`config.mk`:
```
export PLATFORM = sky130hd
export DESIGN_NAME = instr_encoder
export DESIGN_NICKNAME = d
export VERILOG_FILES = /design/src/rtl/riscv_pkg.sv /design/src/rtl/instr_pack.sv /design/src/rtl/instr_encoder.sv
export SDC_FILE = /design/constraint.sdc
export NUM_CORES = 1
export LEC_CHECK = 0
export CAP_MARGIN = 20
export CORE_MARGIN = 3
export CORE_UTILIZATION = 41
export CTS_BUF_LIST = sky130_fd_sc_hd__clkbuf_4
export CTS_CLUSTER_SIZE = 24
export DETAILED_ROUTE_END_ITERATION = 7
export PLACE_DENSITY = 0.82
export RECOVER_POWER = 100
export REMOVE_ABC_BUFFERS = 1
export SYNTH_ARGS = -nofsm -noshare
export SYNTH_HDL_FRONTEND = slang
export SYNTH_SLANG_ARGS = --single-unit
```
`constraint.sdc`:
```
create_clock -name clk -period 3.3 [get_ports clk]
set_input_delay 0.495 -clock clk [delete_from_list [all_inputs] [get_ports clk]]
set_output_delay 0.495 -clock clk [all_outputs]
set_load 0.03 [all_outputs]
```
`src/rtl/riscv_pkg.sv`:
```
`default_nettype none
// ============================================================================
// Module      : riscv_pkg
// Description : Shared RV32I encoding constants, field-format enum, NOP word
//               and the encoder FSM state type.
// Revision    : 1.0 - initial release
// ============================================================================
package riscv_pkg;

    // Major opcodes for the formats the encoder can emit.
    localparam logic [6:0] OP_IMM   = 7'b0010011;
    localparam logic [6:0] OP_LOAD  = 7'b0000011;
    localparam logic [6:0] OP_STORE = 7'b0100011;

    // Canonical NOP: addi x0, x0, 0.
    localparam logic [31:0] NOP_INSTR = 32'h0000_0013;

    // Field-bundle format selector as presented on in_fmt.
    typedef enum logic [1:0] {
        FMT_IALU  = 2'd0,
        FMT_LOAD  = 2'd1,
        FMT_STORE = 2'd2,
        FMT_RSVD  = 2'd3
    } fmt_e;

    // Run-control FSM states.
    typedef enum logic [1:0] {
        ST_IDLE = 2'd0,
        ST_RUN  = 2'd1,
        ST_DONE = 2'd2
    } state_e;

    // True when a sign-extended 32-bit value is representable in a signed
    // 12-bit field, i.e. bits 31:11 are all copies of the sign.
    function automatic logic imm_fits_s12(input logic [31:0] imm);
        return (&imm[31:11]) | ~(|imm[31:11]);
    endfunction

endpackage
`default_nettype wire

```
`src/rtl/instr_pack.sv`:
```
`default_nettype none
// ============================================================================
// Module      : instr_pack
// Description : Combinational field-to-word packer for the I-ALU, LOAD and
//               STORE formats. Raises reject for the reserved format and,
//               when IMM_RANGE_CHECK_EN is defined, for immediates outside
//               the signed 12-bit range; rejected bundles pack to NOP.
// Config      : IMM_RANGE_CHECK_EN (optional immediate range check)
// Revision    : 1.0 - initial release
// ============================================================================
module instr_pack (
    input  logic [1:0]  fmt,
    input  logic [4:0]  rd,
    input  logic [4:0]  rs1,
    input  logic [4:0]  rs2,
    input  logic [2:0]  funct3,
    input  logic [31:0] imm,
    output logic [31:0] instr,
    output logic        reject
);
    import riscv_pkg::*;

`ifdef IMM_RANGE_CHECK_EN
    localparam bit RANGE_CHECK = 1'b1;
`else
    localparam bit RANGE_CHECK = 1'b0;
`endif

    fmt_e w_fmt;
    logic w_out_of_range;

    // Classify the bundle, then build the word; rejects fall back to NOP so
    // the address stream stays dense.
    always_comb begin
        w_fmt          = fmt_e'(fmt);
        w_out_of_range = RANGE_CHECK && !imm_fits_s12(imm);
        reject         = (w_fmt == FMT_RSVD) || w_out_of_range;
        instr          = NOP_INSTR;
        if (!reject) begin
            case (w_fmt)
                FMT_IALU:  instr = {imm[11:0], rs1, funct3, rd, OP_IMM};
                FMT_LOAD:  instr = {imm[11:0], rs1, funct3, rd, OP_LOAD};
                FMT_STORE: instr = {imm[11:5], rs2, rs1, funct3, imm[4:0], OP_STORE};
                default:   instr = NOP_INSTR;
            endcase
        end
    end

endmodule
`default_nettype wire

```
`src/rtl/instr_encoder.sv`:
```
`default_nettype none
// ============================================================================
// Module      : instr_encoder
// Description : Accepts decoded RV32I field bundles over a valid/ready
//               handshake and emits one registered instruction word plus its
//               word address per bundle. Tracks a program run from start to
//               the word flagged last, with sticky reject reporting.
// Config      : IMM_RANGE_CHECK_EN (passed through to instr_pack)
// Revision    : 1.0 - initial release
// ============================================================================
module instr_encoder #(
    parameter int               ADDR_W    = 10,
    parameter logic [ADDR_W-1:0] BASE_ADDR = '0
) (
    input  logic              clk,
    input  logic              rst,
    input  logic              start,
    input  logic              in_valid,
    output logic              in_ready,
    input  logic [1:0]        in_fmt,
    input  logic [4:0]        in_rd,
    input  logic [4:0]        in_rs1,
    input  logic [4:0]        in_rs2,
    input  logic [2:0]        in_funct3,
    input  logic [31:0]       in_imm,
    input  logic              in_last,
    output logic              out_valid,
    input  logic              out_ready,
    output logic [31:0]       out_instr,
    output logic [ADDR_W-1:0] out_addr,
    output logic              done,
    output logic              err
);
    import riscv_pkg::*;

    state_e            r_state;
    logic [ADDR_W-1:0] r_addr_cnt;
    logic              r_out_valid;
    logic [31:0]       r_out_instr;
    logic [ADDR_W-1:0] r_out_addr;
    logic              r_out_last;
    logic              r_done;
    logic              r_err;

    logic [31:0]       w_pack_instr;
    logic              w_pack_reject;
    logic              w_in_ready;
    logic              w_accept;
    logic              w_xfer;

    instr_pack u_pack (
        .fmt    (in_fmt),
        .rd     (in_rd),
        .rs1    (in_rs1),
        .rs2    (in_rs2),
        .funct3 (in_funct3),
        .imm    (in_imm),
        .instr  (w_pack_instr),
        .reject (w_pack_reject)
    );

    // Pass-through handshake: a new bundle may enter whenever the output
    // slot is empty or is being drained this cycle; start always wins.
    always_comb begin
        w_in_ready = (r_state == ST_RUN) && !start && (!r_out_valid || out_ready);
        w_accept   = in_valid && w_in_ready;
        w_xfer     = r_out_valid && out_ready;
    end

    // Run FSM, address counter and one-entry output register.
    always_ff @(posedge clk) begin
        if (rst) begin
            r_state     <= ST_IDLE;
            r_addr_cnt  <= BASE_ADDR;
            r_out_valid <= 1'b0;
            r_out_instr <= '0;
            r_out_addr  <= BASE_ADDR;
            r_out_last  <= 1'b0;
            r_done      <= 1'b0;
            r_err       <= 1'b0;
        end else if (start) begin
            // Restart from any state; a pending word is discarded, although
            // a word handshaking in this same cycle has already left.
            r_state     <= ST_RUN;
            r_addr_cnt  <= BASE_ADDR;
            r_out_valid <= 1'b0;
            r_out_last  <= 1'b0;
            r_done      <= 1'b0;
            r_err       <= 1'b0;
        end else begin
            if (w_accept) begin
                r_out_valid <= 1'b1;
                r_out_instr <= w_pack_instr;
                r_out_addr  <= r_addr_cnt;
                r_out_last  <= in_last;
                r_addr_cnt  <= r_addr_cnt + 1'b1;
                if (w_pack_reject) begin
                    r_err <= 1'b1;
                end
            end else if (w_xfer) begin
                r_out_valid <= 1'b0;
            end

            case (r_state)
                ST_RUN: begin
                    // The run ends once the word flagged last has been taken.
                    if (w_xfer && r_out_last) begin
                        r_state <= ST_DONE;
                        r_done  <= 1'b1;
                    end
                end
                default: begin
                    // IDLE and DONE only leave on start.
                end
            endcase
        end
    end

    assign in_ready  = w_in_ready;
    assign out_valid = r_out_valid;
    assign out_instr = r_out_instr;
    assign out_addr  = r_out_addr;
    assign done      = r_done;
    assign err       = r_err;

endmodule
`default_nettype wire

```
==> results.txt, run 1 <==
----------------------------------------------------
[Clocking]
  Postcts setup bufs ... 0
  Total clock sinks ... 53
  Clock Pin Slew Worst Setup and Hold Paths ... around 140 ps
  CTS HTree Levels ... 2
  Root buffer cell ... clkbuf_4
  Clock tree from TritonCTS ... done
  Worst skew pair latency ... around 370 ps
  Cts-stage hold buffer count ... 0
  Buffer depth of the longest clock path ... 2
  Clock buffer count from CTS ... 5
  Post-cts sizing count ... 0

[Yosys]
  Count of state elements after synthesis ... 53
  Most used standard cell by instance count after synthesis ... dfxtp_1
  Gate count after technology mapping ... 258
  Unique masters post-synth ... 41
  Dominant synthesized flop cell ... dfxtp_1
  Warnings from Yosys ... 0
  Synthesized area per cell ... 8.57 um2
  Synth top area share ... 0.480
  Library cell with the largest summed area after synthesis ... dfxtp_1
  Post-Syn Area ... between 2000 and 2500 um2
  Most frequent cells after synthesis ... 53 x dfxtp_1, 46 x nand2_1, 33 x a21oi_1
  Leading cell types by total area after synthesis ... dfxtp_1 48%, nand2_1 7.8%, a21oi_1 7.5%
  Share of flip-flops with an asynchronous set or reset ... 0
  Post-synth EDFFs ... 0
  Register area share after synthesis ... 0.480

[Route]
  Vias per cell ... about 5.0
  DRC ... 0
  Count of TritonRoute iterations in the first routing pass ... 4
  Average wire length per cell after detail routing ... 12.8 um
  Number of routed nets with antenna violations ... 0
  Total wire length after detailed routing ... 5.15 mm
  First-iteration detailed-routing DRC count ... 55
  Total via count in the routed design ... 2015

[Pwr]
  Maximum ir drop on the vdd rail ... 0.000218 V
  Leakage ... 1.21 nW
  Share of total power in combinational logic ... 0.131
  Switch Pwr ... 0.279 mW
  Internal Pwr Total ... slightly above 0.8 mW
  Clock power frac ... 0.270
  Switching fraction of total power ... 0.257
  Sequential fraction of design power ... 0.599
  Power per cell area ... 351 nW/um2

[STA]
  Worst-Margin Slew ... 1450 ps
  Unrepaired setup endpoints after global routing ... false
  Final Worst Setup Slack ... 550 ps
  Final worst-path cycle share ... 0.833
  Setup violations, final ... 0
  Hold violation total from the final report ... 0
  Post-route clock skew ... 9.86 ps
  Minimum period implied by the final worst setup slack ... 2750 ps
  Max-slew headroom at the worst pin ... 0.0346
  Max Freq ... 364 MHz
  Number of pins with negative max-slew slack in the final report ... 0
  Summed negative setup slack over all endpoints ... 0 ps

[Worst setup path]
  CP endpoint kind ... primary output
  Critical path required time ... around 2800 ps
  Critical path type ... input port to primary output
  Source of the critical timing path ... start
  Data arrival time of the critical path ... 2260 ps
  Startpoint of the worst-slack reg-to-reg timing path ... done
  Largest incremental delay on the critical path ... 780 ps
  Critical Path Fanout Max ... 6
  Critical path, cell by cell ... dlygate4sd3_1, nand2b_1, nor3_1, dlygate4sd3_1
  Slowest cell on the critical path ... dlygate4sd3_1
  Sort of element at the start of the critical path ... input port
  Cell type with the highest occurrence count on the critical path ... dlygate4sd3_1

[Floorplan]
  I/O pin count ... between 100 and 150
  Initial cell density of the core ... 0.427
  Floorplan row count ... 26
  Chip Height ... 79.4 um
  DIE WIDTH ... 79.4 um
  Die Area ... 6310 um2
  Core area ... 5170 um2

[Layout]
  Synthesis-to-layout area growth ... 39.9%
  Post-route insts no fill ... 401
  Ant. Diodes ... 0
  Number of nets in the layout ... a little under 400
  Fraction of final layout cells sized beyond drive strength 1 ... 0.0423

[Job]
  Count of maximum capacitance violations ... 0

[GRT]
  GRT overflow ... 0
  All-Layer GR Usage ... 0.168
  Antenna violations before repair ... 0
  Via count of the first global-routing pass ... 1956
  First-pass GRT wire length ... approximately 8.6 mm
  Pin count of the biggest net entering global routing ... 37

[Place]
  Number of input and output port buffers inserted ... 80
  Cells after DPL ... 393
  Global placement routability congestion ... 0.779
  Pre-CTS worst setup slack ... 457 ps
  DP HPWL ... 3.66 mm

[Outcome]
  Run status ... finished, final reports clean

[Min path]
  Hold path startpoint ... out_instr[29]
  Type of the tightest min-delay check ... flip-flop to flip-flop

----------------------------------------------------
==> kinds of logic (layout without fill, tap and decap cells) <==
| logic type | count (synthesis) | count (layout) | share of synthesized area |
|---|---|---|---|
| flops | 53 | 53 | 0.480 |
| mux | 1 | 1 | 0.00453 |
| other cells | 1 | 3 | 0.00170 |
| compound gates | 59 | 59 | 0.170 |
| buf+inv | 22 | 93 | 0.0464 |
| xor+xnor | 5 | 5 | 0.0198 |
| simple gates | 110 | 110 | 0.238 |
| fa+ha+maj | 7 | 7 | 0.0396 |
==> state kept, by name (all words and copies together) (netlist names) <==
| register | count |
|---|---|
| r_addr_cnt | 10 |
| out_instr | 28 |
| r_state | 1 |
| out_addr | 10 |
| r_out_last | 1 |
| out_valid | 1 |
| err | 1 |
| done | 1 |
==> cells in the final DEF, fill, tap and decap left out, types with 2 or more instances in the layout <==
cell / netlist / final
or2_0: 1 / 2
inv_1: 2 / 2
and2_1: 2 / 2
a22oi_1: 10 / 10
xor2_1: 2 / 2
nor3_1: 4 / 3
nand3_1: 15 / 15
dfxtp_1: 53 / 53
nand4_1: 4 / 4
nand2_1: 46 / 47
clkbuf_4: 0 / 6
nor2_1: 23 / 23
nor4_1: 2 / 2
ha_1: 7 / 7
a22o_1: 10 / 10
xnor2_1: 3 / 3
dlygate4sd3_1: 0 / 46
buf_4: 4 / 2
clkinvlp_4: 0 / 2
clkdlybuf4s50_1: 0 / 34
conb_1: 1 / 3
a21oi_1: 33 / 33
==> power by group through the flow <==
stage / combinational [mW] / sequential [mW] / clock (mW)
2_1_floorplan: 0.0504 / 0.677 / 0
4_1_cts: 0.147 / 0.651 / 0.308
3_5_place_dp: 0.146 / 0.665 / 0
5_1_grt: 0.155 / 0.653 / 0.330
3_3_place_gp: 0.145 / 0.665 / 0
6_report: 0.142 / 0.651 / 0.293
==> worst paths after layout <==
| kind | cells after the start | to | slack [ps] |
|---|---|---|---|
| worst max-delay path | 4 | in_ready | 550 |
| worst min-delay path | 2 | out_instr[29] | 460 |
| worst max register to register | 5 | out_instr[15] | 930 |
| worst min register to register | 2 | out_instr[29] | 460 |
==> cell type report <==
| class | instances | area (um2) |
|---|---|---|
| Clock inverter | 2 | 15.0 |
| Inverter | 2 | 7.51 |
| Tap cell | 70 | 87.6 |
| Multi-Input combinational cell | 185 | 1060 |
| Sequential cell | 53 | 1060 |
| Clock buffer | 6 | 45.0 |
| Timing Repair Buffer | 83 | 820 |
| Fill cell | 464 | 2080 |
==> critical path, delay by kind of cell <==
family / cells / cell delay [ps]
buffers and inverters: 2 / 1380
AND/OR/NAND/NOR: 2 / 390
==> per-stage QoR <==
stage	power (mW)	cell area, um2	hold slack [ps]	utilization
finish	1.09	3090	456	0.598
global route	1.14	3090	472	0.598
CTS	1.11	3100	465	0.599
detailed placement	0.812	3040	445	0.588
global placement	0.809	3040	438	0.588
floorplan	0.728	2120	439	-
==> routing by layer <==
layer | global-route usage | share of wire | up-vias
met5 | 0 | 0 | -
met4 | 0.0550 | 0.0099 | 0
met3 | 0.0497 | 0.073 | 7
met2 | 0.304 | 0.49 | 55
met1 | 0.187 | 0.43 | 923
li1 | - | - | 1030
(Power assumes the default switching activity.)
==> run 2: changes to the inputs <==
Settings changed: CORE_UTILIZATION 41 to 38, PLACE_DENSITY 0.82 to 0.8.
Clock period 3.3 ns to 2.3 ns, I/O delays scaled along.
==> run 2 against run 1 <==
Against the previous run: clock skew increased by 4.1 ps; non-clock buffer count up 6; combinational power up 46%; sequential share of layout area decreased by 0.37 points.
==> results.txt, run 2 (synthesis results as in run 1) <==
----------------------------------------------------
[Worst setup path]
  Critical path, cell by cell ... dlygate4sd3_1, and4bb_1, and2_0, clkbuf_1, nand3_1, a21oi_1
  CP endpoint kind ... flip-flop
  Data arrival time of the critical path ... 2370 ps
  Critical path type ... input port to flip-flop
  Critical path required time ... 2600 ps
  FF-to-FF path depth ... 5
  Sort of element at the start of the critical path ... input port
  Capturing element of the worst setup path ... out_instr[27]
  Source of the critical timing path ... start
  Critical Path Fanout Max ... 14
  Largest incremental delay on the critical path ... 610 ps
  Slowest cell on the critical path ... dlygate4sd3_1
  Startpoint of the worst-slack reg-to-reg timing path ... done
  Setup slack, reg-to-reg ... 480 ps
  Capture instance of the worst register-to-register path ... out_instr[27]

[Layout]
  Filler instances ... 525
  Fraction of final layout cells sized beyond drive strength 1 ... 0.0564
  Storage cell area ... ~1100 um2
  Utilization of the core after routing ... 0.561
  Synthesis-to-layout area growth ... 41.4%
  Most used cells in the layout excluding fill and tap cells ... 53 x dfxtp_1, 47 x nand2_1, 44 x dlygate4sd3_1
  Area occupied by multi-input gates ... 1060 um2
  Most frequent standard cell in the layout excluding fill and tap cells ... dfxtp_1
  Ant. Diodes ... 0
  Max reg flops ... 28
  Number of nets in the layout ... 401

[Clocking]
  Clock Pin Slew Worst Setup and Hold Paths ... 140 ps
  Cts-stage hold buffer count ... 0
  Post-cts sizing count ... 0
  Total clock sinks ... 53
  Postcts setup bufs ... 0
  Worst skew pair latency ... between 300 and 400 ps
  Clock buffer count from CTS ... 5
  Root buffer cell ... clkbuf_4
  Clock tree from TritonCTS ... done
  Buffer depth of the longest clock path ... 2
  CTS HTree Levels ... 2

[Floorplan]
  I/O pin count ... 104
  Chip Height ... just over 80 um
  Core area ... 5570 um2
  Initial cell density of the core ... 0.397
  DIE WIDTH ... 82.3 um
  Floorplan row count ... 27
  Die Area ... 6770 um2

[STA]
  Final Worst Setup Slack ... ~230 ps
  Post-route clock skew ... 14.0 ps
  Unrepaired setup endpoints after global routing ... false
  Worst-Margin Slew ... 969 ps
  Number of pins with negative max-slew slack in the final report ... 0
  Setup violations, final ... 0
  Max Freq ... 483 MHz
  Minimum period implied by the final worst setup slack ... 2070 ps
  Max-slew headroom at the worst pin ... 0.351
  Final worst-path cycle share ... 0.901
  Summed negative setup slack over all endpoints ... 0 ps
  Hold violation total from the final report ... 0

[Route]
  Total via count in the routed design ... 2061
  Count of TritonRoute iterations in the first routing pass ... 4
  First-iteration detailed-routing DRC count ... about 90
  Number of routed nets with antenna violations ... 0
  DRC ... 0
  Total wire length after detailed routing ... around 5.2 mm
  Vias per cell ... 5.04
  Average wire length per cell after detail routing ... around 13 um

[GRT]
  GRT overflow ... 0
  All-Layer GR Usage ... 0.155
  Pin count of the biggest net entering global routing ... 29
  Antenna violations before repair ... 0
  First-pass GRT wire length ... 8.21 mm
  Via count of the first global-routing pass ... 1921

[Min path]
  Number of instances on the worst hold path ... 2
  Type of the tightest min-delay check ... flip-flop to flip-flop
  Hold path startpoint ... out_instr[29]

[Place]
  DP HPWL ... 3.89 mm
  Global placement routability congestion ... 0.765
  Pre-CTS worst setup slack ... -131 ps
  Number of input and output port buffers inserted ... 80

[Pwr]
  Power per cell area ... 498 nW/um2
  Sum of internal, switching and leakage power ... 1.56 mW
  Leakage ... 1.23 nW
  Maximum ir drop on the vdd rail ... 0.000250 V

[Job]
  Count of maximum capacitance violations ... 0

[Outcome]
  Run status ... finished, final reports clean

----------------------------------------------------
-- run 2: worst min-delay path by stage --
stage	end	slack [ps]
CTS	out_instr[16]	460
global placement	out_instr[13]	440
finish	out_instr[29]	460
floorplan	out_addr[0]	410
detailed placement	out_instr[16]	440
global route	out_instr[14]	480
-- run 2: cell type report --
type                    count  area share
clock buffers               6      0.0144
clock inverters             2     0.00480
inverters                   2     0.00240
multi-input cells         185       0.338
flip-flops and latches     53       0.339
well taps                  72      0.0288
repair buffers             89       0.272
-- run 2: power breakdown --
group,total (mW),internal [mW],switching [mW]
logic,0.208,0.100,0.108
registers,0.934,0.928,0.00583
clock network,0.414,0.132,0.282
-- run 2: through the flow --
step	instance area (um2)	hold WS (ps)	std cells
after floorplan	2120	414	240
after global placement	3080	438	401
after detailed placement	3080	443	401
after CTS	3140	463	409
after global routing	3130	476	409
final	3130	457	409
-- run 2: metal layers --
| metal | track usage | vias up | wire length (um) |
|---|---|---|---|
| li1 | - | 1047 | - |
| met4 | 0.0515 | 0 | 63 |
| met1 | 0.165 | 945 | 2200 |
| met2 | 0.290 | 61 | 2580 |
| met5 | 0 | - | 0 |
| met3 | 0.0423 | 8 | 400 |
-- run 2: critical path: cells and delay by family --
family	cells	cell delay (ps)
AOI/OAI and AO/OA	1	200
buffers and inverters	2	1090
and+or+nand+nor	3	730
==> run 3: changes to the inputs <==
==> constraint.sdc (replaced) <==
create_clock -name clk -period 2.3 [get_ports clk]
set_input_delay 0.575 -clock clk [delete_from_list [all_inputs] [get_ports clk]]
set_output_delay 0.575 -clock clk [all_outputs]
set_load 0.03 [all_outputs]
==> run 3 against run 2 <==
Against the previous run: critical endpoint is now in_ready; largest power group unchanged; clock-buffer cell count unchanged; critical path type is now input port to primary output; cell area is 0.96% higher; core utilization rose by 0.54 points; largest cell class unchanged.
==> results.txt, run 3 (synthesis results as in run 1) <==
----------------------------------------------------
[Pwr]
  Share of total power in combinational logic ... 0.139
  Internal Pwr Total ... 1.16 mW
  Switching fraction of total power ... 0.246
  Clock power frac ... 0.252
  Leakage ... about 1.3 nW
  Maximum ir drop on the vdd rail ... 0.000204 V
  Sequential fraction of design power ... 0.608
  Power per cell area ... 486 nW/um2
  Switch Pwr ... 0.378 mW

[GRT]
  Layer with the highest usage after global routing ... met2
  Via count of the first global-routing pass ... 1928
  Pin count of the biggest net entering global routing ... 40
  Met1 Resource Use GR ... 0.175
  GRT overflow ... 0
  GR Layer Usage met2 ... 0.287
  Met3 track demand over resource ... 0.0564
  First-pass GRT wire length ... 8.38 mm
  All-Layer GR Usage ... 0.157
  Antenna violations before repair ... 0

[Worst setup path]
  Data arrival time of the critical path ... 1570 ps
  Setup slack, reg-to-reg ... roughly 570 ps
  Sort of element at the start of the critical path ... input port
  Critical path required time ... 1730 ps
  CP endpoint kind ... primary output
  Critical Path Fanout Max ... 4
  Critical path type ... input port to primary output

[Floorplan]
  Chip Height ... 82.3 um
  DIE WIDTH ... 82.3 um
  I/O pin count ... 104
  Die Area ... 6770 um2
  Core area ... roughly 5600 um2
  Floorplan row count ... 27
  Initial cell density of the core ... 0.397

[Route]
  First-iteration detailed-routing DRC count ... 92
  Number of routed nets with antenna violations ... 0
  Count of TritonRoute iterations in the first routing pass ... 4
  Average wire length per cell after detail routing ... between 10 and 15 um
  Vias per cell ... 5.02
  Total via count in the routed design ... 2084
  Total wire length after detailed routing ... roughly 5.3 mm
  DRC ... 0

[Layout]
  Ant. Diodes ... 0
  Post-route insts no fill ... 415
  Number of nets in the layout ... 408
  Cell area after layout ... 3160 um2
  Most frequent standard cell in the layout excluding fill and tap cells ... dfxtp_1
  Synthesis-to-layout area growth ... 42.8%
  Utilization of the core after routing ... 0.566
  Max reg flops ... 28
  Most used cells in the layout excluding fill and tap cells ... 53 x dfxtp_1, 47 x nand2_1, 43 x dlygate4sd3_1
  Fraction of final layout cells sized beyond drive strength 1 ... 0.0641

[Min path]
  Type of the tightest min-delay check ... flip-flop to flip-flop

[STA]
  Post-route clock skew ... 1.65 ps
  Unrepaired setup endpoints after global routing ... false
  Max Freq ... approximately 470 MHz
  Final worst-path cycle share ... 0.931
  Smallest hold slack ... 456 ps
  Max-slew headroom at the worst pin ... 0.461
  Minimum period implied by the final worst setup slack ... 2140 ps
  Worst-Margin Slew ... 809 ps
  Setup violations, final ... 0
  Hold violation total from the final report ... 0
  Number of pins with negative max-slew slack in the final report ... 0

[Clocking]
  Clock tree from TritonCTS ... done
  Cts-stage hold buffer count ... 0
  Total clock sinks ... 53
  Root buffer cell ... clkbuf_4
  Clock Pin Slew Worst Setup and Hold Paths ... 130 ps
  Post-cts sizing count ... 0
  Buffer depth of the longest clock path ... 2
  CTS HTree Levels ... 2
  Clock buffer count from CTS ... 5
  Worst skew pair latency ... 350 ps
  Postcts setup bufs ... 0

[Place]
  Number of input and output port buffers inserted ... 80
  Cells after DPL ... 408
  DP HPWL ... 3.81 mm
  Global placement routability congestion ... 0.754
  Area after detailed placement ... between 3000 and 4000 um2

[Job]
  Count of maximum capacitance violations ... 0

[Outcome]
  Run status ... finished, final reports clean

----------------------------------------------------
[run 3: cell types whose count changed in the layout (fill, tap and decap cells not counted), sizes merged]
cell | before | now
clkinvlp | 2 | 0
clkinv | 0 | 1
buf | 5 | 9
clkbuf | 11 | 14
dlygate4sd3 | 44 | 43
clkdlybuf4s50 | 35 | 36
[run 3: layout make-up]
class	instances	area, um2
Fill cell	537	2420
Sequential cell	53	1060
Multi-Input combinational cell	185	1060
Timing Repair Buffer	96	892
Tap cell	72	90.1
Clock buffer	6	45.0
Inverter	2	7.51
Clock inverter	1	3.75
[run 3: per-layer routing]
layer	share of wire	up-vias	routed length [um]
li1	-	1062	-
met1	0.43	960	2290
met2	0.49	58	2550
met3	0.075	4	392
met4	0.0049	0	26
met5	0	-	0
[run 3: worst max-delay path: stages]
cell,delay [ps]
clkdlybuf4s50_1,520
nor2b_1,80
nor3_1,170
clkbuf_2,230
[run 3: worst paths after layout]
path | from | endpoint | cells past startpoint
worst max register to register | done | out_instr[4] | 6
worst max-delay path | out_ready | in_ready | 4
worst min-delay path | out_instr[29] | out_instr[29] | 2
worst min register to register | out_instr[29] | out_instr[29] | 2
[run 3: power by group through the flow]
stage	Combinational, mW	Sequential (mW)	Clock [mW]
detailed placement	0.223	0.955	0
finish	0.214	0.934	0.388
CTS	0.224	0.935	0.415
global placement	0.220	0.954	0
floorplan	0.0723	0.972	0
global route	0.231	0.936	0.445
[run 3: metrics by stage]
step | power [mW] | TNS, ps | setup slack (ps)
6_report | 1.54 | 0 | 159
5_1_grt | 1.61 | 0 | 90.7
4_1_cts | 1.57 | 0 | 187
3_5_place_dp | 1.18 | -904 | -125
3_3_place_gp | 1.17 | -380 | -58.3
2_1_floorplan | 1.04 | 0 | 85.4
